File: src/rtl/mem_arb_pkg.sv
// Shared types and constants for the instruction/data memory arbiter.
// The starvation guard is enabled by defining ARB_STARVE_GUARD_EN.
package mem_arb_pkg;

    // Which requester owns the memory response that arrives next cycle.
    typedef enum logic [1:0] {
        IDLE    = 2'd0,
        RESP_IF = 2'd1,
        RESP_D  = 2'd2
    } arb_state_t;

    localparam int DEFAULT_STARVE_MAX = 4;

endpackage

File: src/rtl/mem_arb_starve_cnt.sv
// Counts consecutive denied fetch cycles and flags when fetch must be forced.
// Instantiated by mem_arbiter only when ARB_STARVE_GUARD_EN is defined.
module mem_arb_starve_cnt
    import mem_arb_pkg::*;
#(
    parameter int STARVE_MAX = DEFAULT_STARVE_MAX
) (
    input  logic clk,
    input  logic rst,
    input  logic if_req_valid,
    input  logic if_grant,
    output logic starve
);

    localparam logic [3:0] LIMIT = 4'(STARVE_MAX);

    logic [3:0] count;

    // A withdrawn fetch also clears the count: starvation is per pending request.
    always_ff @(posedge clk or posedge rst) begin
        if (rst) begin
            count <= 4'd0;
        end else if (!if_req_valid || if_grant) begin
            count <= 4'd0;
        end else if (count != LIMIT) begin
            count <= count + 4'd1;
        end
    end

    assign starve = (count == LIMIT);

endmodule

File: src/rtl/mem_arbiter.sv
// Two-port (fetch / data) arbiter onto a single-port synchronous memory.
// Data has priority; define ARB_STARVE_GUARD_EN to force periodic fetch grants.
module mem_arbiter
    import mem_arb_pkg::*;
#(
    parameter int ADDR_W     = 32,
    parameter int DATA_W     = 32,
    parameter int STARVE_MAX = DEFAULT_STARVE_MAX
) (
    input  logic                clk,
    input  logic                rst,
    input  logic                if_req_valid,
    output logic                if_req_ready,
    input  logic [ADDR_W-1:0]   if_addr,
    output logic                if_rsp_valid,
    output logic [DATA_W-1:0]   if_rsp_data,
    input  logic                d_req_valid,
    output logic                d_req_ready,
    input  logic [ADDR_W-1:0]   d_addr,
    input  logic                d_we,
    input  logic [DATA_W-1:0]   d_wdata,
    input  logic [DATA_W/8-1:0] d_be,
    output logic                d_rsp_valid,
    output logic [DATA_W-1:0]   d_rsp_data,
    output logic                mem_en,
    output logic                mem_we,
    output logic [ADDR_W-1:0]   mem_addr,
    output logic [DATA_W-1:0]   mem_wdata,
    output logic [DATA_W/8-1:0] mem_be,
    input  logic [DATA_W-1:0]   mem_rdata,
    output arb_state_t          arb_state
);

    // Handshake: a request transfers in a cycle where valid and ready are both
    // high; ready is never raised without valid, and valid may be dropped
    // before acceptance with no effect. Responses have no backpressure.

    logic       if_grant;
    logic       d_grant;
    logic       starve_force;
    arb_state_t state;
    arb_state_t next_state;
    logic       resp_store;
    logic       next_store;

`ifdef ARB_STARVE_GUARD_EN
    mem_arb_starve_cnt #(
        .STARVE_MAX (STARVE_MAX)
    ) u_starve_cnt (
        .clk          (clk),
        .rst          (rst),
        .if_req_valid (if_req_valid),
        .if_grant     (if_grant),
        .starve       (starve_force)
    );
`else
    assign starve_force = 1'b0;
`endif

    // Grants are gated by rst so nothing is accepted while reset is held.
    assign if_grant = ~rst & if_req_valid & (~d_req_valid | starve_force);
    assign d_grant  = ~rst & d_req_valid & ~if_grant;

    assign if_req_ready = if_grant;
    assign d_req_ready  = d_grant;

    assign mem_en    = if_grant | d_grant;
    assign mem_we    = d_grant & d_we;
    assign mem_addr  = if_grant ? if_addr : d_addr;
    assign mem_wdata = d_wdata;
    assign mem_be    = d_grant ? d_be : '0;

    always_ff @(posedge clk or posedge rst) begin
        if (rst) begin
            state      <= IDLE;
            resp_store <= 1'b0;
        end else begin
            state      <= next_state;
            resp_store <= next_store;
        end
    end

    always_comb begin
        next_state   = IDLE;
        next_store   = 1'b0;
        if_rsp_valid = 1'b0;
        if_rsp_data  = '0;
        d_rsp_valid  = 1'b0;
        d_rsp_data   = '0;

        if (if_grant) begin
            next_state = RESP_IF;
        end else if (d_grant) begin
            next_state = RESP_D;
            next_store = d_we;
        end

        case (state)
            RESP_IF: begin
                if_rsp_valid = 1'b1;
                if_rsp_data  = mem_rdata;
            end
            RESP_D: begin
                d_rsp_valid = 1'b1;
                d_rsp_data  = resp_store ? '0 : mem_rdata;
            end
            default: ;
        endcase
    end

    assign arb_state = state;

endmodule
File: config.mk
export PLATFORM = sky130hd
export DESIGN_NAME = mem_arbiter
export DESIGN_NICKNAME = d
export VERILOG_FILES = /design/src/rtl/mem_arb_pkg.sv /design/src/rtl/mem_arb_starve_cnt.sv /design/src/rtl/mem_arbiter.sv
export SDC_FILE = /design/constraint.sdc
export NUM_CORES = 1
export LEC_CHECK = 0
export CORE_AREA = 3 3 106 108
export DETAILED_ROUTE_END_ITERATION = 12
export DIE_AREA = 0 0 109 111
export MAX_ROUTING_LAYER = met4
export RECOVER_POWER = 100
export SLEW_MARGIN = 20
export SYNTH_ARGS = -nofsm -noshare
export SYNTH_HDL_FRONTEND = slang
export SYNTH_SLANG_ARGS = --single-unit
File: constraint.sdc
create_clock -name clk -period 3.2 [get_ports clk]
set_clock_uncertainty 0.15 [all_clocks]
set_input_delay 0.48 -clock clk [delete_from_list [all_inputs] [get_ports clk]]
set_output_delay 0.48 -clock clk [all_outputs]
set_load 0.01 [all_outputs]
# Word-level counts from Yosys, hierarchy flattened
# Index checks and enable logic that the tools add are counted.
dict set report op_classes {
  order_cmp 0
  n_shift 0
  mux 11
  multipliers 0
  eq_ne 2
  add_sub_neg 0
  div 0
  bitwise_logic 9
  reduce_logical 0
}
# op n
set op_table {}
lappend op_table {{2-to-1 mux 32 bit} 4}
lappend op_table {{AND 1 bit} 5}
lappend op_table {{2-to-1 mux 1 bit} 4}
lappend op_table {{2-to-1 mux 2 bit} 2}
lappend op_table {{2-to-1 mux 4 bit} 1}
lappend op_table {{inverter 1 bit} 3}
lappend op_table {{equality test 2 x 1 -> 1 bit, second input constant} 1}
lappend op_table {{equality test 2 bit, second input constant} 1}
lappend op_table {{OR 1 bit} 1}
dict set report totals {
  wordCells 24
  inputBits 137
  mem_bits_ro 0
  register_bits 3
  output_inout_bits 140
  mem_count 0
  ramBits 0
  latchBits 0
}

# Depth between registers and ports, before layout
dict set report logic_depth {
  depth_word 7
  depth_mapped 3
  mapped_depth_nobuf 2
}

# Least setup slack after synthesis
# No wires, ideal clock.
dict set report synth_timing {
  path_kind {input to output}
  startpoint {input port d_req_valid}
  endpoint {output port mem_addr[22]}
  setup_slack_ns 1.209
  t_arrival_ns 1.361
  t_required_ns 2.570
  n_path_buf 1
  cell_stages 3
  path_cell_list {nor3b_4 -> buf_6 -> mux2_2}
}
dict set report synth_via {
  elab_chain_cells 3
}
# item line
set synth_rtl {}
lappend synth_rtl {{start, declared} mem_arbiter.sv:17} ;# input logic d_req_valid,
lappend synth_rtl {{inverter 1 bit} mem_arbiter.sv:61} ;# assign if_grant = ~rst & if_req_valid & (~d_req_valid | starve_force);
lappend synth_rtl {{AND 1 bit} mem_arbiter.sv:61}
lappend synth_rtl {{net if_req_ready} mem_arbiter.sv:13} ;# output logic if_req_ready,
lappend synth_rtl {{2-to-1 mux 32 bit} mem_arbiter.sv:69} ;# assign mem_addr = if_grant ? if_addr : d_addr;
lappend synth_rtl {{end, declared} mem_arbiter.sv:27} ;# output logic [ADDR_W-1:0] mem_addr,
# The timed path passes the listed nets, and every way through them passes these cells.

# Final worst setup path
dict set report layout_timing {
  startpoint {input port d_req_valid}
  endpoint {output port mem_addr[4]}
}
dict set report layout_via {
  elab_chain_cells 3
}
# item line
set layout_rtl {}
lappend layout_rtl {{inverter 1 bit} mem_arbiter.sv:61}
lappend layout_rtl {{AND 1 bit} mem_arbiter.sv:61}
lappend layout_rtl {{2-to-1 mux 32 bit} mem_arbiter.sv:69}
# Every way passes these cells.

==> summary.md <==
* Worst Hold Margin: 0.418 ns
* Required @ worst endpoint: 2.57 ns
* TritonCTS clock tree: done
* fraction of power spent switching nets: 0.267
* Critical Path Start: d_req_valid
* flop and latch count out of synthesis: 3
* cell accounting for the most synthesized area: sky130_fd_sc_hd__and2_1
* gate count of the mapped netlist: 154
* Final setup violation count: 0
* fraction of the yosys area taken by sequential cells: 0.0612
* post-route non-filler standard cell count: 470
* First DRT Iteration DRCs: 50
* number of clock buffers inserted by TritonCTS: 3
* Total Die Area: 12100 um^2
* final clock period utilization by the worst path: 0.947
* Clock Pin Slew Worst Setup and Hold Paths: 0.03 ns
* number of antenna violations at the first check in global routing: 0
* count of max-cap constraint violations: 0
* delay-heaviest family, CP: buffers and inverters
* Fin. Hold Viols: 0
* sequential cell fraction of total power: 0.083
* largest stage delay on the critical path: 0.61 ns
* Slew Limit Headroom: 0.660
* dominant cell by count in the synthesized netlist: sky130_fd_sc_hd__and2_1
* share of flip-flops with an asynchronous set or reset: 1.00
* share of Yosys cell area claimed by the top area cell type: 0.357
* Synth top cells by count: sky130_fd_sc_hd__and2_1, sky130_fd_sc_hd__buf_4, sky130_fd_sc_hd__mux2_2
* synthesis-to-layout area growth: 169%
* gr usage total: 0.107
* unrepaired setup endpoints after global routing: false
* via count of the first global-routing pass: 1868
* count of filler cells inserted in the layout: 1078
* primary flip-flop cell chosen by synthesis mapping: sky130_fd_sc_hd__dfrtp_1
* synthesized area per cell: 7.96 um^2
* antenna fix cells: 0
* leading post-synthesis cells by cell area: sky130_fd_sc_hd__and2_1, sky130_fd_sc_hd__mux2_2, sky130_fd_sc_hd__buf_4
* category of the most critical setup path: in -> out
* global-route wire length before repair: 9.76 mm
* Critical Path Source Type: input pin
* number of detailed-routing iterations run before antenna repair: 2
* total power divided by cell area: 152 nW/um^2
* cell area after placement: 3270 um^2
* critical path, cell by cell: clkdlybuf4s50_1 -> nor3b_4 -> buf_4 -> mux2_2 -> dlygate4sd3_1
* number of nets produced by synthesis: 291
* Final ANT Viol Nets: 0
* accumulated negative setup slack: 0 ns
* Site Rows: 37
* final standard cell area without fillers: 3300 um^2
* maximum clock path buffer count: 2
* Fmax achieved: 330 MHz
* routability congestion estimate: 0.716
* run status: finished clean
* starting density of the core: 0.119
* fraction of final layout cells sized beyond drive strength 1: 0.117
* global route overflow: 0
* number of cells upsized or downsized after cts: 0
* I/O pin total: 277
* relative contribution of combinational cells to total power: 0.701
* buffers added on ports: 212
* clock network fraction of design power: 0.217
* Final Critical Period: 3.03 ns
* DRC errors left: 0
* actual transition at the worst max-transition pin: 0.510 ns
* DIE HEIGHT: 111 um
* utilization of the core after routing: 0.320
* number of flops mapped to enable cells by yosys: 0
* type of destination of the critical path: output pin
* crit path max-delay cell type: sky130_fd_sc_hd__dlygate4sd3_1
* post-cts hold buffer count: 0
* fin. max-slew vios: 0
* per-cell routed wire length: 14.2 um
* die extent in x: 109 um
* maximum ir drop on the vdd rail: 0.0637 mV
* aggregate routed wire length: 6.66 mm
* synthesized cell area: 1230 um^2
* kind of path behind the tightest hold check: in -> async
* estimated wirelength of the detail-placed design: 5.90 mm
* count of buffer and inverter cells on the critical path: 3
* arrival time worst endpoint: 2.40 ns
* cell count after placement: 466
* Critical Path Fanout Max: 16
* Placeable Area: 10300 um^2
* switching power summed over all nets: 134 uW
* Leakage: 1.26 nW
* H-Tree Depth: 1
* Clock Root Buffer: sky130_fd_sc_hd__clkbuf_8
* internal power: 368 uW
* net total in the final layout: 472
* maximum number of pins on one net before global-route repair: 33
* CTS sink count: 3
* Yosys warnings: 0
* via density per instance: 3.70
* post-CTS setup buffer count: 0
* post-synthesis cell type count: 12
* Vias: 1739
## sequential cells by signal, summed over array words and instances (netlist names)
name	count
arb_state	2
resp_store	1
## area by class of cell
type,instances,area [um^2],share of cell area
multi-input cells,109,856,0.259
repair buffers,217,2150,0.652
inverters,1,3.75,0.00114
well taps,136,170,0.0516
clock buffers,4,45.0,0.0136
flip-flops and latches,3,75.1,0.0227
## metal layers
| metal | routed length [um] | vias to the layer above | global-route usage |
|---|---|---|---|
| met4 | 42 | 0 | 0.0253 |
| met2 | 3290 | 174 | 0.192 |
| met5 | 0 | - | - |
| met3 | 1120 | 2 | 0.0542 |
| li1 | - | 823 | - |
| met1 | 2200 | 740 | 0.101 |
## cells in the final DEF, fill, tap and decap left out, types with 3 or more instances in the layout
cell type	count
sky130_fd_sc_hd__and2_0	34
sky130_fd_sc_hd__and2_1	36
sky130_fd_sc_hd__clkbuf_8	3
sky130_fd_sc_hd__clkdlybuf4s50_1	185
sky130_fd_sc_hd__dfrtp_1	3
sky130_fd_sc_hd__dlygate4sd3_1	27
sky130_fd_sc_hd__mux2_2	30
sky130_fd_sc_hd__nor2b_1	3
## worst max-delay path by stage
| stage | end | slack [ns] | cells after the start |
|---|---|---|---|
| after floorplan | mem_addr[22] | 1.21 | 3 |
| after global placement | mem_addr[0] | 0.24 | 5 |
| after detailed placement | mem_addr[11] | 0.25 | 5 |
| after CTS | mem_addr[13] | 0.24 | 5 |
| after global routing | mem_addr[4] | 0.08 | 5 |
| final | mem_addr[4] | 0.17 | 5 |
## kinds of logic after synthesis
family	count (synthesis)	synth area share
and+or+nand+nor	77	0.400
buffers and inverters	42	0.245
muxes	32	0.294
DFF	3	0.0612
## power by group through the flow
| stage | Combinational [mW] | Sequential (mW) | Clock (mW) |
|---|---|---|---|
| 6_report | 0.352 | 0.0416 | 0.109 |
| 3_3_place_gp | 0.363 | 0.0423 | 0 |
| 3_5_place_dp | 0.365 | 0.0423 | 0 |
| 4_1_cts | 0.367 | 0.0419 | 0.114 |
| 5_1_grt | 0.378 | 0.0419 | 0.118 |
| 2_1_floorplan | 0.145 | 0.0418 | 0 |
## metrics by stage
stage / power [mW] / setup WS (ns)
final: 0.503 / 0.169
after CTS: 0.523 / 0.242
after detailed placement: 0.407 / 0.254
after floorplan: 0.187 / 1.21
after global placement: 0.406 / 0.242
after global routing: 0.538 / 0.0848
Note: power is estimated with default switching activity, not from simulation.
